$ cat src/rtl/frb_framer_pkg.sv
// Shared types and record layout for the FRB candidate framer.
// The 128-bit record is assembled here so the field map lives in one place.
package frb_framer_pkg;

  typedef enum logic [1:0] {
    ST_IDLE    = 2'd0,
    ST_MERGE   = 2'd1,
    ST_EMIT    = 2'd2,
    ST_HOLDOFF = 2'd3
  } state_e;

  localparam int SEQ_W   = 16;
  localparam int WIDTH_W = 16;

  localparam int REC_W         = 128;
  localparam int REC_TS_LSB    = 80;
  localparam int REC_TS_W      = 48;
  localparam int REC_DM_LSB    = 64;
  localparam int REC_DM_W      = 16;
  localparam int REC_SNR_LSB   = 32;
  localparam int REC_SNR_W     = 32;
  localparam int REC_WIDTH_LSB = 16;
  localparam int REC_SEQ_LSB   = 0;

  function automatic logic [REC_W-1:0] pack_record(
    input logic [REC_TS_W-1:0]  ts,
    input logic [REC_DM_W-1:0]  dm,
    input logic [REC_SNR_W-1:0] snr,
    input logic [WIDTH_W-1:0]   width,
    input logic [SEQ_W-1:0]     seq
  );
    logic [REC_W-1:0] rec;
    rec = {REC_W{1'b0}};
    rec[REC_TS_LSB    +: REC_TS_W]  = ts;
    rec[REC_DM_LSB    +: REC_DM_W]  = dm;
    rec[REC_SNR_LSB   +: REC_SNR_W] = snr;
    rec[REC_WIDTH_LSB +: WIDTH_W]   = width;
    rec[REC_SEQ_LSB   +: SEQ_W]     = seq;
    return rec;
  endfunction

endpackage

$ cat src/rtl/frb_ts_counter.sv
// Sample timestamp counter: counts sample_valid pulses, re-zeroed by sync.
// A sample coincident with sync is stamped 0 and the following one 1.
module frb_ts_counter #(
  parameter int TS_W = 48
) (
  input  logic            clk_i,
  input  logic            rst_ni,
  input  logic            ce_i,
  input  logic            sync_i,
  input  logic            sample_valid_i,
  output logic [TS_W-1:0] stamp_o
);

  logic [TS_W-1:0] ts_q, ts_d;

  assign stamp_o = sync_i ? {TS_W{1'b0}} : ts_q;

  // Next timestamp; frozen while the clock enable is low
  always_comb begin
    ts_d = ts_q;
    if (ce_i) begin
      ts_d = stamp_o + TS_W'(sample_valid_i);
    end else begin
      ts_d = ts_q;
    end
  end

  // Timestamp register
  always_ff @(posedge clk_i) begin
    if (!rst_ni) begin
      ts_q <= {TS_W{1'b0}};
    end else begin
      ts_q <= ts_d;
    end
  end

endmodule

$ cat src/rtl/frb_candidate_framer.sv
// Merges bursts of qualifying detector samples into single time-stamped
// candidates and emits one 128-bit record per candidate, dropping on fifo_full.
module frb_candidate_framer
  import frb_framer_pkg::*;
#(
  parameter int DM_W = 10,
  parameter int TS_W = 48
) (
  input  logic              clk,
  input  logic              rst_n,
  input  logic              ce,
  input  logic              sync_in,
  input  logic              sample_valid,
  input  logic              cand_valid,
  input  logic [DM_W-1:0]   cand_dm,
  input  logic [31:0]       cand_snr,
  input  logic [31:0]       threshold,
  input  logic [15:0]       merge_len,
  input  logic [15:0]       holdoff_len,
  input  logic              fifo_full,
  output logic [REC_W-1:0]  dout,
  output logic              dout_valid,
  output logic [31:0]       cand_count,
  output logic [31:0]       drop_count
);

  state_e             state_q, state_d;
  logic [TS_W-1:0]    stamp;
  logic [TS_W-1:0]    pk_ts_q, pk_ts_d;
  logic [DM_W-1:0]    pk_dm_q, pk_dm_d;
  logic [31:0]        pk_snr_q, pk_snr_d;
  logic [WIDTH_W-1:0] width_q, width_d, width_inc;
  logic [15:0]        win_cnt_q, win_cnt_d, win_inc;
  logic [15:0]        win_len_q, win_len_d;
  logic [15:0]        hold_cnt_q, hold_cnt_d, hold_inc;
  logic [15:0]        hold_len_q, hold_len_d;
  logic [SEQ_W-1:0]   seq_q, seq_d;
  logic [31:0]        cand_cnt_q, cand_cnt_d;
  logic [31:0]        drop_cnt_q, drop_cnt_d;
  logic [REC_W-1:0]   dout_q, dout_d;
  logic               dout_valid_q, dout_valid_d;
  logic               qualify;

  frb_ts_counter #(
    .TS_W (TS_W)
  ) u_ts (
    .clk_i          (clk),
    .rst_ni         (rst_n),
    .ce_i           (ce),
    .sync_i         (sync_in),
    .sample_valid_i (sample_valid),
    .stamp_o        (stamp)
  );

  assign qualify   = sample_valid & cand_valid & (cand_snr >= threshold);
  assign win_inc   = win_cnt_q + 16'd1;
  assign hold_inc  = hold_cnt_q + 16'd1;
  assign width_inc = (width_q == {WIDTH_W{1'b1}}) ? width_q : width_q + 16'd1;

  // Next-state and datapath updates; everything holds while ce is low
  always_comb begin
    state_d      = state_q;
    pk_ts_d      = pk_ts_q;
    pk_dm_d      = pk_dm_q;
    pk_snr_d     = pk_snr_q;
    width_d      = width_q;
    win_cnt_d    = win_cnt_q;
    win_len_d    = win_len_q;
    hold_cnt_d   = hold_cnt_q;
    hold_len_d   = hold_len_q;
    seq_d        = seq_q;
    cand_cnt_d   = cand_cnt_q;
    drop_cnt_d   = drop_cnt_q;
    dout_d       = dout_q;
    dout_valid_d = dout_valid_q;
    if (ce) begin
      dout_valid_d = 1'b0;
      case (state_q)
        ST_IDLE: begin
          if (qualify) begin
            pk_ts_d   = stamp;
            pk_dm_d   = cand_dm;
            pk_snr_d  = cand_snr;
            width_d   = 16'd1;
            win_cnt_d = 16'd1;
            win_len_d = merge_len;
            state_d   = (merge_len <= 16'd1) ? ST_EMIT : ST_MERGE;
          end else begin
            state_d = ST_IDLE;
          end
        end
        ST_MERGE: begin
          if (sample_valid) begin
            win_cnt_d = win_inc;
            // Strict compare: on equal S/N the earliest sample stays the peak
            if (qualify) begin
              width_d = width_inc;
              if (cand_snr > pk_snr_q) begin
                pk_ts_d  = stamp;
                pk_dm_d  = cand_dm;
                pk_snr_d = cand_snr;
              end else begin
                pk_snr_d = pk_snr_q;
              end
            end else begin
              width_d = width_q;
            end
            state_d = (win_inc == win_len_q) ? ST_EMIT : ST_MERGE;
          end else begin
            state_d = ST_MERGE;
          end
        end
        ST_EMIT: begin
          cand_cnt_d = cand_cnt_q + 32'd1;
          if (!fifo_full) begin
            dout_d       = pack_record(REC_TS_W'(pk_ts_q), REC_DM_W'(pk_dm_q),
                                       pk_snr_q, width_q, seq_q);
            dout_valid_d = 1'b1;
            seq_d        = seq_q + 16'd1;
          end else begin
            drop_cnt_d = drop_cnt_q + 32'd1;
          end
          hold_len_d = holdoff_len;
          hold_cnt_d = 16'(sample_valid);
          if (holdoff_len == 16'd0) begin
            state_d = ST_IDLE;
          end else if (sample_valid && (holdoff_len == 16'd1)) begin
            state_d = ST_IDLE;
          end else begin
            state_d = ST_HOLDOFF;
          end
        end
        ST_HOLDOFF: begin
          if (sample_valid) begin
            hold_cnt_d = hold_inc;
            state_d    = (hold_inc == hold_len_q) ? ST_IDLE : ST_HOLDOFF;
          end else begin
            state_d = ST_HOLDOFF;
          end
        end
        default: begin
          state_d = ST_IDLE;
        end
      endcase
    end else begin
      dout_valid_d = dout_valid_q;
    end
  end

  // State and datapath registers
  always_ff @(posedge clk) begin
    if (!rst_n) begin
      state_q      <= ST_IDLE;
      pk_ts_q      <= {TS_W{1'b0}};
      pk_dm_q      <= {DM_W{1'b0}};
      pk_snr_q     <= 32'd0;
      width_q      <= 16'd0;
      win_cnt_q    <= 16'd0;
      win_len_q    <= 16'd0;
      hold_cnt_q   <= 16'd0;
      hold_len_q   <= 16'd0;
      seq_q        <= 16'd0;
      cand_cnt_q   <= 32'd0;
      drop_cnt_q   <= 32'd0;
      dout_q       <= 128'd0;
      dout_valid_q <= 1'b0;
    end else begin
      state_q      <= state_d;
      pk_ts_q      <= pk_ts_d;
      pk_dm_q      <= pk_dm_d;
      pk_snr_q     <= pk_snr_d;
      width_q      <= width_d;
      win_cnt_q    <= win_cnt_d;
      win_len_q    <= win_len_d;
      hold_cnt_q   <= hold_cnt_d;
      hold_len_q   <= hold_len_d;
      seq_q        <= seq_d;
      cand_cnt_q   <= cand_cnt_d;
      drop_cnt_q   <= drop_cnt_d;
      dout_q       <= dout_d;
      dout_valid_q <= dout_valid_d;
    end
  end

  // A disabled cycle does not exist to the block, so no strobe is shown in it
  assign dout       = dout_q;
  assign dout_valid = dout_valid_q & ce;
  assign cand_count = cand_cnt_q;
  assign drop_count = drop_cnt_q;

endmodule

$ cat config.mk
export PLATFORM = sky130hd
export DESIGN_NAME = frb_candidate_framer
export DESIGN_NICKNAME = d
export VERILOG_FILES = /design/src/rtl/frb_framer_pkg.sv /design/src/rtl/frb_ts_counter.sv /design/src/rtl/frb_candidate_framer.sv
export SDC_FILE = /design/constraint.sdc
export NUM_CORES = 1
export LEC_CHECK = 0
export CAP_MARGIN = 20
export CORE_ASPECT_RATIO = 1.2
export CORE_MARGIN = 10
export CORE_UTILIZATION = 50
export DETAILED_ROUTE_END_ITERATION = 6
export HOLD_SLACK_MARGIN = 0.02
export PLACE_DENSITY = 0.75
export SYNTH_ARGS = -nofsm -noshare
export SYNTH_HDL_FRONTEND = slang
export SYNTH_HIERARCHICAL = 1
export SYNTH_SLANG_ARGS = --single-unit
$ cat constraint.sdc
create_clock -name clk -period 3.7 [get_ports clk]
set_clock_uncertainty 0.05 [all_clocks]
set_input_delay 0.37 -clock clk [delete_from_list [all_inputs] [get_ports clk]]
set_output_delay 0.37 -clock clk [all_outputs]
set_load 0.005 [all_outputs]
Word-level counts from Yosys, hierarchy flattened
Index checks and enable logic that the tools add are counted.
{ "op_classes": {"addsub": 7, "multipliers": 0, "n_div": 0, "magnitude_cmp": 3, "n_eq_ne": 13, "shifts": 0, "n_mux": 36, "bitwise": 4, "reduce_logical": 13} }
{ "ops": {"columns": ["cell", "count"], "rows": [
  ["$mux 48", 5],
  ["$mux 32", 4],
  ["$mux 16", 6],
  ["$pmux 16 s2", 3],
  ["$pmux 48 s2", 1],
  ["$add 16x1->16 const B", 4],
  ["$add 32x1->32 const B", 2],
  ["$pmux 32 s2", 1],
  ["$add 48x1->48", 1],
  ["$mux 10", 4],
  ["$eq 16x16->1", 2],
  ["$ge 32x32->1", 1],
  ["$gt 32x32->1", 1],
  ["$pmux 10 s2", 1],
  ["$eq 16x1->1 const B", 1],
  ["$eq 16x16->1 const B", 1],
  ["$le 16x1->1 const B", 1],
  ["$logic_not 16->1", 1],
  ["$mux 2", 8],
  ["$ne 2x2->1 const B", 6],
  ["$reduce_and 3->1", 4],
  ["$reduce_and 6->1", 2],
  ["$pmux 2 s4", 1],
  ["$eq 2x2->1 const B", 2],
  ["other kinds (9)", 13]
]} }
{ "totals": {"register_bits": 423, "latchBits": 0, "ram_bits": 0, "romBits": 0, "input_bits": 113, "elab_cells": 91, "mem_count": 0} }

Logic depth before layout (Yosys ltp)
{ "depth": {"ltp_word": 5, "ltp_mapped": 12, "ltp_nobuf": 9} }

Modules after synthesis
The synthesis kept the hierarchy.
{ "modules_own_cells": {"columns": ["mod", "instances", "cells_each", "area_each_um2", "seq_area_each_um2"], "rows": [
  ["frb_candidate_framer", 1, 2158, 17525.6, 7507.2],
  ["frb_ts_counter", 1, 366, 2841.5, 960.9]
]} }

Worst setup path after synthesis
Ideal clock, no wire load.
{ "synth_path": {"path_type": "input port to flip-flop", "start": "in sync_in", "end": "reg u_ts.ts_q[38]", "setup_time_ns": 0.132, "arrival_ns": 2.614, "t_required_ns": 3.518, "path_slack_ns": 0.904, "path_stages": 12, "n_path_buf": 4, "path_cell_list": "clkbuf_1 -> clkbuf_1 -> clkbuf_1 -> nor2b_1 -> ha_1 -> ha_1 -> nand2_1 -> nor4_1 -> nand4_1 -> clkbuf_1 -> o311ai_0 -> a21oi_1"} }
{ "synth_between": {"elab_chain_len": 2} }
{ "synth_lines": {"columns": ["item", "line", "text"], "rows": [
  ["from (decl)", "frb_candidate_framer.sv:12", "input logic sync_in,"],
  ["$mux 48", "frb_ts_counter.sv:16", "assign stamp_o = sync_i ? {TS_W{1'b0}} : ts_q;"],
  ["net stamp[0]", "frb_candidate_framer.sv:28", "logic [TS_W-1:0] stamp;"],
  ["$add 48x1->48", "frb_ts_counter.sv:22", "ts_d = stamp_o + TS_W'(sample_valid_i);"],
  ["to (signal assigned)", "frb_ts_counter.sv:31", "ts_q <= {TS_W{1'b0}};"],
  ["to (signal assigned)", "frb_ts_counter.sv:33", "ts_q <= ts_d;"],
  ["to (decl)", "frb_ts_counter.sv:14", "logic [TS_W-1:0] ts_q, ts_d;"]
]} }
The timed path passes the listed nets, and every way through them passes these cells.
A chain may end at the register's enable or synchronous reset.

Final worst setup path
{ "layout_path": {"start": "reg pk_snr_q[31]", "end": "reg pk_snr_q[25]"} }
{ "layout_between": {"elab_chain_len": 3} }
{ "layout_lines": {"columns": ["item", "line", "text"], "rows": [
  ["from (decl)", "frb_candidate_framer.sv:31", "logic [31:0] pk_snr_q, pk_snr_d;"],
  ["from (signal assigned)", "frb_candidate_framer.sv:171", "pk_snr_q <= pk_snr_d;"],
  ["$gt 32x32->1", "frb_candidate_framer.sv:98", "if (cand_snr > pk_snr_q) begin"],
  ["$ne 2x2->1 (no line)", null, null],
  ["$reduce_and 6->1 (no line)", null, null]
]} }
No other way between the ends.

==> results.ini <==
[floorplanning]
fp.dieW_um = 204
initial_core_util_pct = 50.9
core_area_um2 = 40000
chipHeight_um = 241
num_rows = 80
io_pins = 306
dieArea_um2 = 49200

[global_routing]
grt_usage_pct = 22.7
grt_pass1_wl_mm = 92.1
antenna_found_initial = 2
grt_max_degree = 160
grt_pass1_vias = 17700
gr-total-overflow = 0

[routing]
first_pass_iters = 6
drc = 0
drtIter0Drc = 1046
viasPerCell = 5.49
post_drt_wl_per_cell_um = 17.4
wl_mm = 58.0
antenna_left = 0
vias = 18300

[clocking]
clk_pin_slew_worst_paths_ps = 60
post_cts_resized = 0
ctsHtreeMaxLevel = 2
clk_latency_ps = 590
cts_inserted_buffers = 44
postCtsSetupBuffers = 0
cts_root_buf = clkbuf_16
cts_hold_buf = 0
cts.sinks = 423
cts.path.max_buffers = 3
cts_tree = yes

[setup_path]
worstSetupEndpointType = register
critPathMaxStageDelay_ps = 600
cp.arrival_ps = 3840
worst-path-buf-inv = 2
crit_slowest_cell = a211oi_4
path_depth = 9
crit_chain = inv_1 > ha_1 > nand4_1 > nor4_1 > nand4_1 > a31o_2 > a211oi_4 > buf_4 > mux2i_1
criticalPathCategory = register to register
crit_top_cell = nand4_1
reg2reg_depth = 9
cpLargestDelayFamily = compound AO/OA/AOI/OAI gates
critPathLaunchType = register
cp.required_ps = 4150
worstPathMaxFanout = 20

[timing]
tightestPinTransition_ps = 979
final.period_utilization_pct = 91.8
setup_viol = 0
whs_ps = 163
min_period_ps = 3400
timing.slew.headroom_pct = 34.7
slew_viol_final = 0
hold_viol = 0
fmax_mhz = 295
rsz0062_at_grt = false
fin_ws_ps = 305

[pwr]
p_leak_nw = 8.95
p_total_mw = 10.3
p_int_mw = 7.97
share_comb_of_total_power_pct = 5.9
irDropWorstVdd_mv = 0.367
powerDensity_nw_per_um2 = 404
power.share.switching_pct = 22.3
pwr-share-seq_pct = 44.9
p_switching_mw = 2.28
clockPowerShare_pct = 49.2

[synthesis]
seq_area_frac_synth_pct = 41.6
yosysWarningCount = 6
synth-main-ff-cell = dfxtp_1
synth_cell_types = 78
synth_edf_count = 0
synth_area_um2 = 20400
avgSynthCellArea_um2 = 8.07
synthCells = 2524
ys_async_sr_fraction_pct = 0
ys_seq_elements = 423

[hold_path]
hold_path_class = input pin to register
holdPathStages = 3

[layout]
nets = 2944
final_util_pct = 63.3
drive_gt1_share_pct = 5.52
syn2layout_area_growth_pct = 24.5
fin_cells = 3328

[flow_run]
max-cap-violations = 0

[run_status]
run_status = complete, no violations

[placement]
place_inst = 3246
hpwlAfterDp_mm = 42.0
gp_congestion = 0.918
dp_slack_ps = -78.1
io_buffer_count = 299

==> through the flow <==
stage	instance area (um2)	TNS (ps)
after floorplan	20400	0
after global placement	23700	0
after detailed placement	23700	-977
after CTS	25300	0
after global routing	25400	0
final	25400	0
==> worst paths after layout <==
path | start | end | slack (ps)
worst max register to register | pk_snr_q[31] | pk_snr_q[25] | 300
worst max-delay path | pk_snr_q[31] | pk_snr_q[25] | 300
worst min register to register | pk_ts_q[47] | dout[127] | 400
worst min-delay path | rst_n | pk_ts_q[1] | 160
==> power groups by stage <==
stage	combinational (mW)	sequential, mW	clock (mW)
final	0.603	4.60	5.05
after global routing	0.664	4.60	5.32
after CTS	0.603	4.60	5.15
after detailed placement	0.598	4.71	0
after global placement	0.590	4.70	0
after floorplan	0.346	4.69	0
==> kinds of logic after synthesis <==
| family | after synthesis | synth area share, % |
|---|---|---|
| compound gates | 387 | 11.0 |
| xor+xnor | 139 | 5.98 |
| fa+ha+maj | 72 | 4.42 |
| buf+inv | 232 | 5.05 |
| flops | 423 | 41.6 |
| mux | 115 | 5.66 |
| other cells | 1 | 0.0184 |
| simple gates | 1155 | 26.3 |
==> worst reg2reg max path, stage by stage (launching register included) <==
cell,delay (ps)
dfxtp_1,410
inv_1,70
ha_1,310
nand4_1,120
nor4_1,520
nand4_1,190
a31o_2,280
a211oi_4,600
buf_4,480
mux2i_1,270
==> cell usage after synthesis, types with 4 or more instances <==
cell	n	area [um2]
a211oi_1	12	90.1
a21o_1	5	37.5
a21oi_1	213	1070
a22oi_1	5	37.5
a311oi_1	4	35.0
a31o_2	9	78.8
a31oi_1	17	106
and2_1	27	169
and3_1	32	200
and4_1	16	140
buf_1	9	33.8
buf_2	12	60.1
buf_4	12	90.1
buf_6	12	135
clkbuf_1	108	405
dfxtp_1	423	8470
ha_1	72	901
inv_1	76	285
mux2i_1	113	1130
nand2_1	599	2250
nand2b_1	8	50.1
nand3_1	63	315
nand3b_1	5	37.5
nand4_1	59	369
nand4b_1	8	70.1
nor2_1	180	676
nor2b_1	54	338
nor3_1	29	145
nor4_1	17	106
o211ai_1	6	45.0
o21a_1	6	45.0
o21ai_0	67	335
o31ai_1	12	90.1
or2_2	6	37.5
or3_1	14	87.6
or4_1	12	90.1
xnor2_1	74	648
xor2_1	65	569
==> layout by cell type, fill, tap and decap left out, types with 54 or more instances in the layout <==
cell type and count:
nand2_1 599, dfxtp_1 423, clkdlybuf4s50_1 297, a21oi_1 213, nor2_1 179, mux2i_1 113
inv_1 76, xnor2_1 74, ha_1 72, o21ai_0 67, xor2_1 65, nand3_1 63
nand4_1 59, nor2b_1 54
==> per-layer routing <==
layer	part of all wire [%]	global-route usage, %
met1	41	26.3
met2	49	39.1
met3	5.5	4.12
met4	4.8	12.0
met5	0	0
==> area by class of cell <==
class	instances	area (um2)
flip-flops and latches	423	8470
inverters	78	300
clock inverters	19	383
diodes	3	7.51
well taps	533	667
fillers	3445	14700
multi-input cells	1874	10900
repair buffers	338	3320
clock buffers	60	1280
==> sequential cells by signal (all words and copies together) (netlist names) <==
name,count
dout,122
pk_ts_q,48
u_ts/ts_q,48
cand_count,32
drop_count,32
pk_snr_q,32
hold_cnt_q,16
hold_len_q,16
seq_q,16
width_q,16
win_cnt_q,16
win_len_q,16
pk_dm_q,10
state_q,2
dout_valid_q,1
Power figures use the tool's default switching activity.
